==> config.mk <==
export PLATFORM = sky130hd
export DESIGN_NAME = bemf_pulse_generator_flat
export DESIGN_NICKNAME = d
export VERILOG_FILES = /design/src/rtl/bemf_pkg.sv /design/src/rtl/bemf_pulse_generator_if.sv /design/src/rtl/bemf_pulse_generator_cfg.sv /design/src/rtl/bemf_pulse_generator.sv /design/src/flat_wrapper.sv
export SDC_FILE = /design/constraint.sdc
export NUM_CORES = 1
export LEC_CHECK = 0
export CAP_MARGIN = 30
export CELL_PAD_IN_SITES_DETAIL_PLACEMENT = 0
export CELL_PAD_IN_SITES_GLOBAL_PLACEMENT = 1
export CORE_AREA = 3 3 192 194
export CTS_CLUSTER_DIAMETER = 30
export CTS_CLUSTER_SIZE = 25
export DETAILED_ROUTE_END_ITERATION = 6
export DIE_AREA = 0 0 195 197
export PLACE_DENSITY_LB_ADDON = 0.1
export RECOVER_POWER = 25
export SLEW_MARGIN = 20
export SYNTH_ARGS = -nofsm -noshare
export SYNTH_HDL_FRONTEND = slang
export SYNTH_SLANG_ARGS = --single-unit
==> constraint.sdc <==
create_clock -name clk -period 9.45 [get_ports clk]
set_input_delay 1.89 -clock clk [delete_from_list [all_inputs] [get_ports clk]]
set_output_delay 1.89 -clock clk [all_outputs]
set_load 0.01 [all_outputs]
==> src/rtl/bemf_pkg.sv <==
// Shared types and helpers for the BEMF pulse-train transmitter.
package bemf_pkg;

    localparam int BEMF_WIDTH = 32;
    localparam int BEMF_CNT_W = 16;
    localparam int MIN_W_MAX  = 64;

    typedef enum logic [1:0] {
        IDLE = 2'd0,
        HIGH = 2'd1,
        LOW  = 2'd2
    } state_t;

    // Callers widen their operands to MIN_W_MAX and narrow the result back.
    function automatic logic [MIN_W_MAX-1:0] min_w(input logic [MIN_W_MAX-1:0] a,
                                                   input logic [MIN_W_MAX-1:0] b);
        return (a < b) ? a : b;
    endfunction

endpackage

==> src/rtl/bemf_pulse_generator_if.sv <==
// Configuration channel of the pulse generator.
// Handshake: data is stable while cfg_valid=1; a word transfers on a clk edge
// where cfg_valid & cfg_ready, and cfg_ready never depends on cfg_valid.
interface bemf_pulse_generator_if #(
    parameter int WIDTH = bemf_pkg::BEMF_WIDTH,
    parameter int CNT_W = bemf_pkg::BEMF_CNT_W
);
    logic [WIDTH-1:0] cfg_high;
    logic [WIDTH-1:0] cfg_period;
    logic [CNT_W-1:0] cfg_count;
    logic             cfg_valid;
    logic             cfg_ready;

    modport master (
        output cfg_high, cfg_period, cfg_count, cfg_valid,
        input  cfg_ready
    );

    modport slave (
        input  cfg_high, cfg_period, cfg_count, cfg_valid,
        output cfg_ready
    );
endinterface

==> src/rtl/bemf_pulse_generator_cfg.sv <==
// One-entry valid/ready holding register for a pulse configuration.
module cfg_holding_reg #(
    parameter int WIDTH = 32,
    parameter int CNT_W = 16
) (
    input  logic             clk,
    input  logic             rst_n,
    input  logic             in_valid,
    input  logic [WIDTH-1:0] in_high,
    input  logic [WIDTH-1:0] in_period,
    input  logic [CNT_W-1:0] in_count,
    output logic             in_ready,
    input  logic             take,
    output logic             full,
    output logic [WIDTH-1:0] out_high,
    output logic [WIDTH-1:0] out_period,
    output logic [CNT_W-1:0] out_count
);

    logic fire;

    assign in_ready = ~full;
    assign fire     = in_valid & ~full;

    // take is only ever raised while full, so it can never collide with fire.
    always_ff @(posedge clk or negedge rst_n) begin
        if (!rst_n) begin
            full       <= 1'b0;
            out_high   <= '0;
            out_period <= '0;
            out_count  <= '0;
        end else if (fire) begin
            full       <= 1'b1;
            out_high   <= in_high;
            out_period <= in_period;
            out_count  <= in_count;
        end else if (take) begin
            full <= 1'b0;
        end
    end

endmodule

==> src/rtl/bemf_pulse_generator.sv <==
// Programmable pulse-train transmitter: exact high-time and period in clk
// cycles, optional finite bursts, new settings applied only at period edges.
module bemf_pulse_generator
    import bemf_pkg::*;
#(
    parameter int WIDTH = BEMF_WIDTH,
    parameter int CNT_W = BEMF_CNT_W
) (
    input  logic                    clk,
    input  logic                    rst_n,
    input  logic                    enable,
    bemf_pulse_generator_if.slave   cfg,
    output logic                    sig_out,
    output logic                    period_start,
    output logic                    burst_done,
    output logic                    busy,
    output state_t                  state_dbg
);

    state_t           state, state_n;
    logic [WIDTH-1:0] cnt, cnt_n;
    logic [WIDTH-1:0] high_act, high_act_n;
    logic [WIDTH-1:0] period_act, period_act_n;
    logic [CNT_W-1:0] count_act, count_act_n;
    logic [CNT_W-1:0] pulses, pulses_n;

    logic             pend_full;
    logic [WIDTH-1:0] pend_high;
    logic [WIDTH-1:0] pend_period;
    logic [CNT_W-1:0] pend_count;
    logic [WIDTH-1:0] pend_high_eff;

    logic             pend_clear;
    logic             take_pend;
    logic             start_n;
    logic             last_cycle;
    logic             burst_last;
    logic             sig_q;
    logic             ps_q;

    cfg_holding_reg #(
        .WIDTH (WIDTH),
        .CNT_W (CNT_W)
    ) u_cfg (
        .clk        (clk),
        .rst_n      (rst_n),
        .in_valid   (cfg.cfg_valid),
        .in_high    (cfg.cfg_high),
        .in_period  (cfg.cfg_period),
        .in_count   (cfg.cfg_count),
        .in_ready   (cfg.cfg_ready),
        .take       (pend_clear),
        .full       (pend_full),
        .out_high   (pend_high),
        .out_period (pend_period),
        .out_count  (pend_count)
    );

    assign pend_high_eff = WIDTH'(min_w(MIN_W_MAX'(pend_high), MIN_W_MAX'(pend_period)));
    assign last_cycle    = (state != IDLE) && (cnt == period_act - 1'b1);
    assign burst_last    = (count_act != '0) && (CNT_W'(pulses + 1'b1) == count_act);

    always_comb begin
        state_n      = state;
        cnt_n        = cnt;
        high_act_n   = high_act;
        period_act_n = period_act;
        count_act_n  = count_act;
        pulses_n     = pulses;
        pend_clear   = 1'b0;
        take_pend    = 1'b0;
        start_n      = 1'b0;
        burst_done   = 1'b0;

        case (state)
            IDLE: begin
                // A zero-period config is consumed without ever starting.
                if (pend_full) begin
                    if (pend_period == '0) begin
                        pend_clear = 1'b1;
                    end else if (enable) begin
                        pend_clear = 1'b1;
                        take_pend  = 1'b1;
                    end
                end
            end
            HIGH, LOW: begin
                if (!last_cycle) begin
                    cnt_n = cnt + 1'b1;
                    if (state == HIGH && cnt == high_act - 1'b1) begin
                        state_n = LOW;
                    end
                end else if (!enable) begin
                    state_n = IDLE;
                end else if (burst_last) begin
                    burst_done = 1'b1;
                    state_n    = IDLE;
                end else if (pend_full) begin
                    pend_clear = 1'b1;
                    if (pend_period == '0) begin
                        state_n = IDLE;
                    end else begin
                        take_pend = 1'b1;
                    end
                end else begin
                    cnt_n   = '0;
                    start_n = 1'b1;
                    state_n = (high_act != '0) ? HIGH : LOW;
                    if (count_act != '0) begin
                        pulses_n = pulses + 1'b1;
                    end
                end
            end
            default: state_n = IDLE;
        endcase

        if (take_pend) begin
            high_act_n   = pend_high_eff;
            period_act_n = pend_period;
            count_act_n  = pend_count;
            cnt_n        = '0;
            pulses_n     = '0;
            start_n      = 1'b1;
            state_n      = (pend_high_eff != '0) ? HIGH : LOW;
        end
    end

    always_ff @(posedge clk or negedge rst_n) begin
        if (!rst_n) begin
            state      <= IDLE;
            cnt        <= '0;
            high_act   <= '0;
            period_act <= '0;
            count_act  <= '0;
            pulses     <= '0;
            sig_q      <= 1'b0;
            ps_q       <= 1'b0;
        end else begin
            state      <= state_n;
            cnt        <= cnt_n;
            high_act   <= high_act_n;
            period_act <= period_act_n;
            count_act  <= count_act_n;
            pulses     <= pulses_n;
            sig_q      <= (state_n == HIGH);
            ps_q       <= start_n;
        end
    end

    assign sig_out      = sig_q;
    assign period_start = ps_q;
    assign busy         = (state != IDLE);
    assign state_dbg    = state;

endmodule
==> src/flat_wrapper.sv <==
// flat-port wrapper written by rule: the top's interface ports become plain ports
module bemf_pulse_generator_flat import bemf_pkg::*;
#(
    parameter int WIDTH = BEMF_WIDTH,
    parameter int CNT_W = BEMF_CNT_W
)
  (clk, rst_n, enable, sig_out, period_start, burst_done, busy, state_dbg, cfg_cfg_high, cfg_cfg_period, cfg_cfg_count, cfg_cfg_valid, cfg_cfg_ready);
  bemf_pulse_generator_if #(.WIDTH(WIDTH), .CNT_W(CNT_W)) cfg_i ();
  input  logic clk;
  input  logic rst_n;
  input  logic enable;
  output logic sig_out;
  output logic period_start;
  output logic burst_done;
  output logic busy;
  output state_t state_dbg;
  input wire logic [$bits(cfg_i.cfg_high)-1:0] cfg_cfg_high;
  input wire logic [$bits(cfg_i.cfg_period)-1:0] cfg_cfg_period;
  input wire logic [$bits(cfg_i.cfg_count)-1:0] cfg_cfg_count;
  input wire logic [$bits(cfg_i.cfg_valid)-1:0] cfg_cfg_valid;
  output wire logic [$bits(cfg_i.cfg_ready)-1:0] cfg_cfg_ready;
  assign cfg_i.cfg_high = cfg_cfg_high;
  assign cfg_i.cfg_period = cfg_cfg_period;
  assign cfg_i.cfg_count = cfg_cfg_count;
  assign cfg_i.cfg_valid = cfg_cfg_valid;
  assign cfg_cfg_ready = cfg_i.cfg_ready;
  bemf_pulse_generator #(.WIDTH(WIDTH), .CNT_W(CNT_W)) u_core (.clk(clk), .rst_n(rst_n), .enable(enable), .cfg(cfg_i), .sig_out(sig_out), .period_start(period_start), .burst_done(burst_done), .busy(busy), .state_dbg(state_dbg));
endmodule
* Word level (Yosys, flattened, before mapping)
Index checks and enable logic that the tools add are counted.
** Cells by class
- Equal/unequal tests :: 11
- Bitwise gates (word level) :: 2
- Order comparisons :: 1
- Reductions and logical operators :: 17
- Add/sub/neg operators :: 4
- Mux-type cells :: 52
** Operators by type and width (count)
- 32-bit 2-to-1 mux :: 7
- 16-bit 2-to-1 mux :: 7
- 32-bit == test :: 2
- 32-bit nonzero test :: 2
- 32-bit by 1-bit subtractor with 32-bit output (second input constant) :: 2
- 32-bit by 1-bit adder with 32-bit output (second input constant) :: 1
- 32-bit logical NOT :: 1
- 32-bit less-than comparator :: 1
- 1-bit 2-to-1 mux :: 26
- 2-bit 2-to-1 mux :: 9
- 16-bit by 1-bit adder with 16-bit output (second input constant) :: 1
- 16-bit == test :: 1
- 16-bit nonzero test :: 1
- 2-bit nonzero test :: 6
- 3-bit by 2-bit != test with 1-bit output (second input constant) :: 3
- 6-bit AND reduction :: 1
- 2-bit by 1-bit == test with 1-bit output (second input constant) :: 2
- 2-bit by 1-bit != test with 1-bit output (second input constant) :: 2
- 1-bit one-hot mux with 2 select lines :: 2
- 2-bit one-hot mux with 2 select lines :: 1
- 4-bit AND reduction :: 1
- 1-bit logical AND :: 3
- 2-bit == test (second input constant) :: 1
- 2-bit logical NOT :: 1
- other kinds (3) :: 3
** Word-level totals
- Input bits :: 84
- Word-level logic and storage cells :: 99
- Output and inout bits :: 7
- Bits in registers :: 213

* Longest topological paths before layout
- Depth in word-level cells :: 9
- Gate-level depth with buffers :: 15

* Hierarchy
From an unflattened synthesis, not the netlist that was laid out.
** Unflattened totals
- Cell total of the unflattened synthesis :: 1336
- Area, all modules :: 13520.5 um^2
** By module, submodules not included
- bemf_pulse_generator :: area an instance 10090.9 um^2, times used 1, cells each 1163
- cfg_holding_reg :: area an instance 3429.5 um^2, times used 1, cells each 173

* Least setup slack after synthesis
OpenSTA, ideal clock, no wires.
- Kind :: flip-flop to output port
- Start :: register u_core.period_act[14]
- End :: output port burst_done
- Path slack :: 4.687 ns
- Path buffers :: 1
- Cell stages (with the launch flop) :: 9
- Arrival :: 2.873 ns
- Path through :: dfrtp_1 -> or4_1 -> clkbuf_1 -> or4_1 -> nor4b_1 -> mux2i_1 -> nand4_1 -> nor4b_1 -> and4_1
** Between the ends
- Longest elaborated chain between the ends :: 5
** RTL lines
- from (decl) :: line bemf_pulse_generator.sv:23 : logic [WIDTH-1:0] period_act, period_act_n;
- from (signal assigned) :: line bemf_pulse_generator.sv:142 : period_act <= period_act_n;
- 32-bit by 1-bit subtractor with 32-bit output :: line bemf_pulse_generator.sv:60 : assign last_cycle = (state != IDLE) && (cnt == period_act - 1'b1);
- 32-bit == test :: line bemf_pulse_generator.sv:60
- 1-bit logical AND :: line bemf_pulse_generator.sv:60
- 1-bit 2-to-1 mux :: line bemf_pulse_generator.sv:88 : if (!last_cycle) begin
- 1-bit 2-to-1 mux :: line bemf_pulse_generator.sv:75 : case (state)
- to (decl) :: line flat_wrapper.sv:14 : output logic burst_done;
Every way passes these cells.

==> flow_summary_export.csv <==
group,metric,value,unit
yosys,async_flop_share,100,%
finish,fin_nets,1612,
grt,grt_max_degree,100,
finish,final_cell_area,16700,µm²
grt,antenna_found_initial,0,
worst_setup_path,reg2reg_slack,3960,ps
finish,final_util,47.1,%
routing,antenna_left,0,
routing,via_per_inst,5.44,
yosys,synth_area_per_cell,9.24,µm²
yosys,synth-simple-area-share,21.5,%
cts,post_cts_resized,0,
grt,grt_pass1_vias,10700,
status,violations,"capacitance limit, slew limit",
worst_setup_path,worstPathArrival,7040,ps
yosys,synth_top_flop_cell,"dfrtp_1",
timing,tightest_slew,5330,ps
worst_setup_path,cp-start-kind,"input pin",
cts,root_buffer,"clkbuf_16",
timing,fin_crit_sh,67.0,%
cts,clk_latency,570,ps
timing,finClkSkew,21.4,ps
routing,dr_total_vias,10900,
power,ir_worst_vdd,315,µV
yosys,synth_enable_flop_cells,0,
worst_setup_path,worstRegToRegCells,14,
timing,finalSetupViolCount,0,
finish,syn_to_final_growth,28.2,%
place,place_ws,3670,ps
timing,tns,0,ps
cts,clockBufferDepth,3,
finish,antenna_cells,0,
yosys,synth_top_family_by_area,"simple AND/OR/NAND/NOR gates",
power,power.density,376,nW/µm²
worst_setup_path,critPathCaptureType,"asynchronous set/reset pin",
timing,maxSlewViolCount,94,
finish,layout-drive-gt1-share,15.5,%
yosys,synth_area_leaders,"dfrtp_1, mux2_2, xnor2_1",
worst_setup_path,startpoint,"rst_n",
hold_path,holdPathEnd,"u_core.count_act[15]$_DFFE_PN0N_",
grt,grt_first_pass_wirelength,63600,µm
yosys,synth_top_area_cell,"dfrtp_1",
cts,cts_tree,"done",
place,hpwl,30000,µm
yosys,synth-adder-area-share,3.66,%
die,floorplan.initialDensity,36.7,%
finish,fin_cells,2005,
routing,drcViolationCount,0,
worst_setup_path,critical_path_required,10160,ps
run,max_cap_viol_count,1,
timing,min_period,6330,ps
cts,htreeDepth,3,
timing,fmax,0.158,GHz
yosys,syn-instance-count,1406,
grt,overflow,0,
die,row_count,69,
cts,post-cts-setup-buffers,0,
yosys,syn_area,13000,µm²
finish,final_cell_mix,"dfrtp_1, nor2_1, mux2_2, clkdlybuf4s50_1, xnor2_1",
yosys,synth_compound_area_share,11.0,%
place,dpl.cell_count,1879,
die,core,35400,µm²
worst_setup_path,critPathKind,"input pin to asynchronous set/reset pin",
routing,dr.pass1.iters,5,
cts,path_clk_slew,40,ps
hold_path,hold_class,"register to register",
hold_path,hp-start,"u_core.u_cfg.out_count[15]$_DFFE_PN0P_",
yosys,synth-seq-cells,213,
yosys,ys_warn_count,0,
yosys,syn-num-nets,1528,
finish,mostFrequentLayoutCell,"dfrtp_1",
routing,wl_per_cell,20.5,µm
worst_setup_path,crit_fanout,93,
yosys,synthMuxAreaShare,8.84,%
die,die_x,195,µm
timing,finalHoldViolCount,0,
worst_setup_path,r2r_start,"u_core.period_act[0]$_DFFE_PN0N_",
status,status,"complete, but fails checks",
die,pin_count,91,
yosys,seq_area_frac_synth,41.0,%
timing,relSlewSlack,-255,%
die,die-area,38400,µm²
power,finalPower,6.26,mW
place,place_area,14200,µm²
timing,whs,493,ps
power,p_leak,6.72,nW
cts,numCtsBuffers,66,
worst_setup_path,timing.rr.end,"u_core.cnt[6]$_DFFE_PN0P_",
yosys,ys_types,77,
timing,rsz0062_at_grt,"false",
cts,cts_hold_buf,0,
hold_path,min_delay_path_depth,1,
timing,setup_ws,3120,ps
die,die_height,197,µm
routing,drt_wl_total,41200,µm
yosys,synthXorXnorAreaFrac,9.50,%
grt,grtUsageTotal,21.2,%
routing,initialDrtViolationCount,604,
yosys,synth_top_area_share,41.0,%
place,io_buffers,90,
cts,cts.sinks,213,
place,gp_congestion,0.859,
## worst max-delay path by stage
stage | cells past startpoint | endpoint | slack (ps)
after global placement | 10 | burst_done | 3770
after global routing | 3 | u_core.period_act[20]$_DFFE_PN0N_ | 1950
after CTS | 10 | burst_done | 3070
after floorplan | 8 | burst_done | 4690
final | 3 | u_core.count_act[7]$_DFFE_PN0N_ | 3120
after detailed placement | 10 | burst_done | 3670
## final cells by class
class	count	area [µm²]
timing repair buffer	104	1030
tap	461	577
fill	3378	18700
multi-input combinational	1050	7100
sequential	213	5330
clock buffer	86	1870
inverter	55	206
clock inverter	36	541
## cell families after synthesis
family,after synthesis
and+or+nand+nor,538
buffers and inverters,143
muxes,103
DFF,213
xor gates and xnor gates,141
AOI/OAI and AO/OA,230
adders and majority gates,38
## sequential cells by signal, summed over array words and instances, names as in the netlist
name                     count
u_core.cnt                  32
u_core.u_cfg.full            1
u_core.u_cfg.out_high       32
u_core.pulses               16
u_core.period_start          1
u_core.count_act            16
u_core.period_act           32
u_core.u_cfg.out_count      16
u_core.u_cfg.out_period     32
u_core.state_dbg             2
u_core.high_act             32
u_core.sig_out               1
## critical path, stage by stage
cell	delay [ps]
clkbuf_1	3660
clkbuf_1	1060
buf_16	350
## synth_stat cells, types with 10 or more instances
cell,number
mux2_2,92
nand3_1,33
or3_1,14
ha_1,38
or4_1,20
o21ai_0,55
a21o_1,10
a21oi_1,88
nand4_1,30
nor4_1,48
inv_1,55
nor2_1,167
xnor2_1,87
nand2_1,86
nor4b_1,10
clkbuf_1,62
dfrtp_1,213
nor3_1,50
buf_2,12
xor2_1,54
nor2b_1,14
## report_power, final
| part | total [mW] | leakage [nW] | switching (mW) | internal (mW) |
|---|---|---|---|---|
| clock network | 2.36 | 1.17 | 0.648 | 1.71 |
| logic | 2.02 | 2.92 | 1.11 | 0.907 |
| registers | 1.88 | 2.63 | 0.603 | 1.28 |
## per-layer routing
metal / track usage, % / wire length (µm) / up-vias
met5: 0 / 0 / -
met4: 6.47 / 956 / 0
met3: 4.32 / 1820 / 71
met2: 32.5 / 18400 / 246
met1: 30.5 / 19900 / 5369
li1: - / - / 5212
Power figures use the tool's default switching activity.
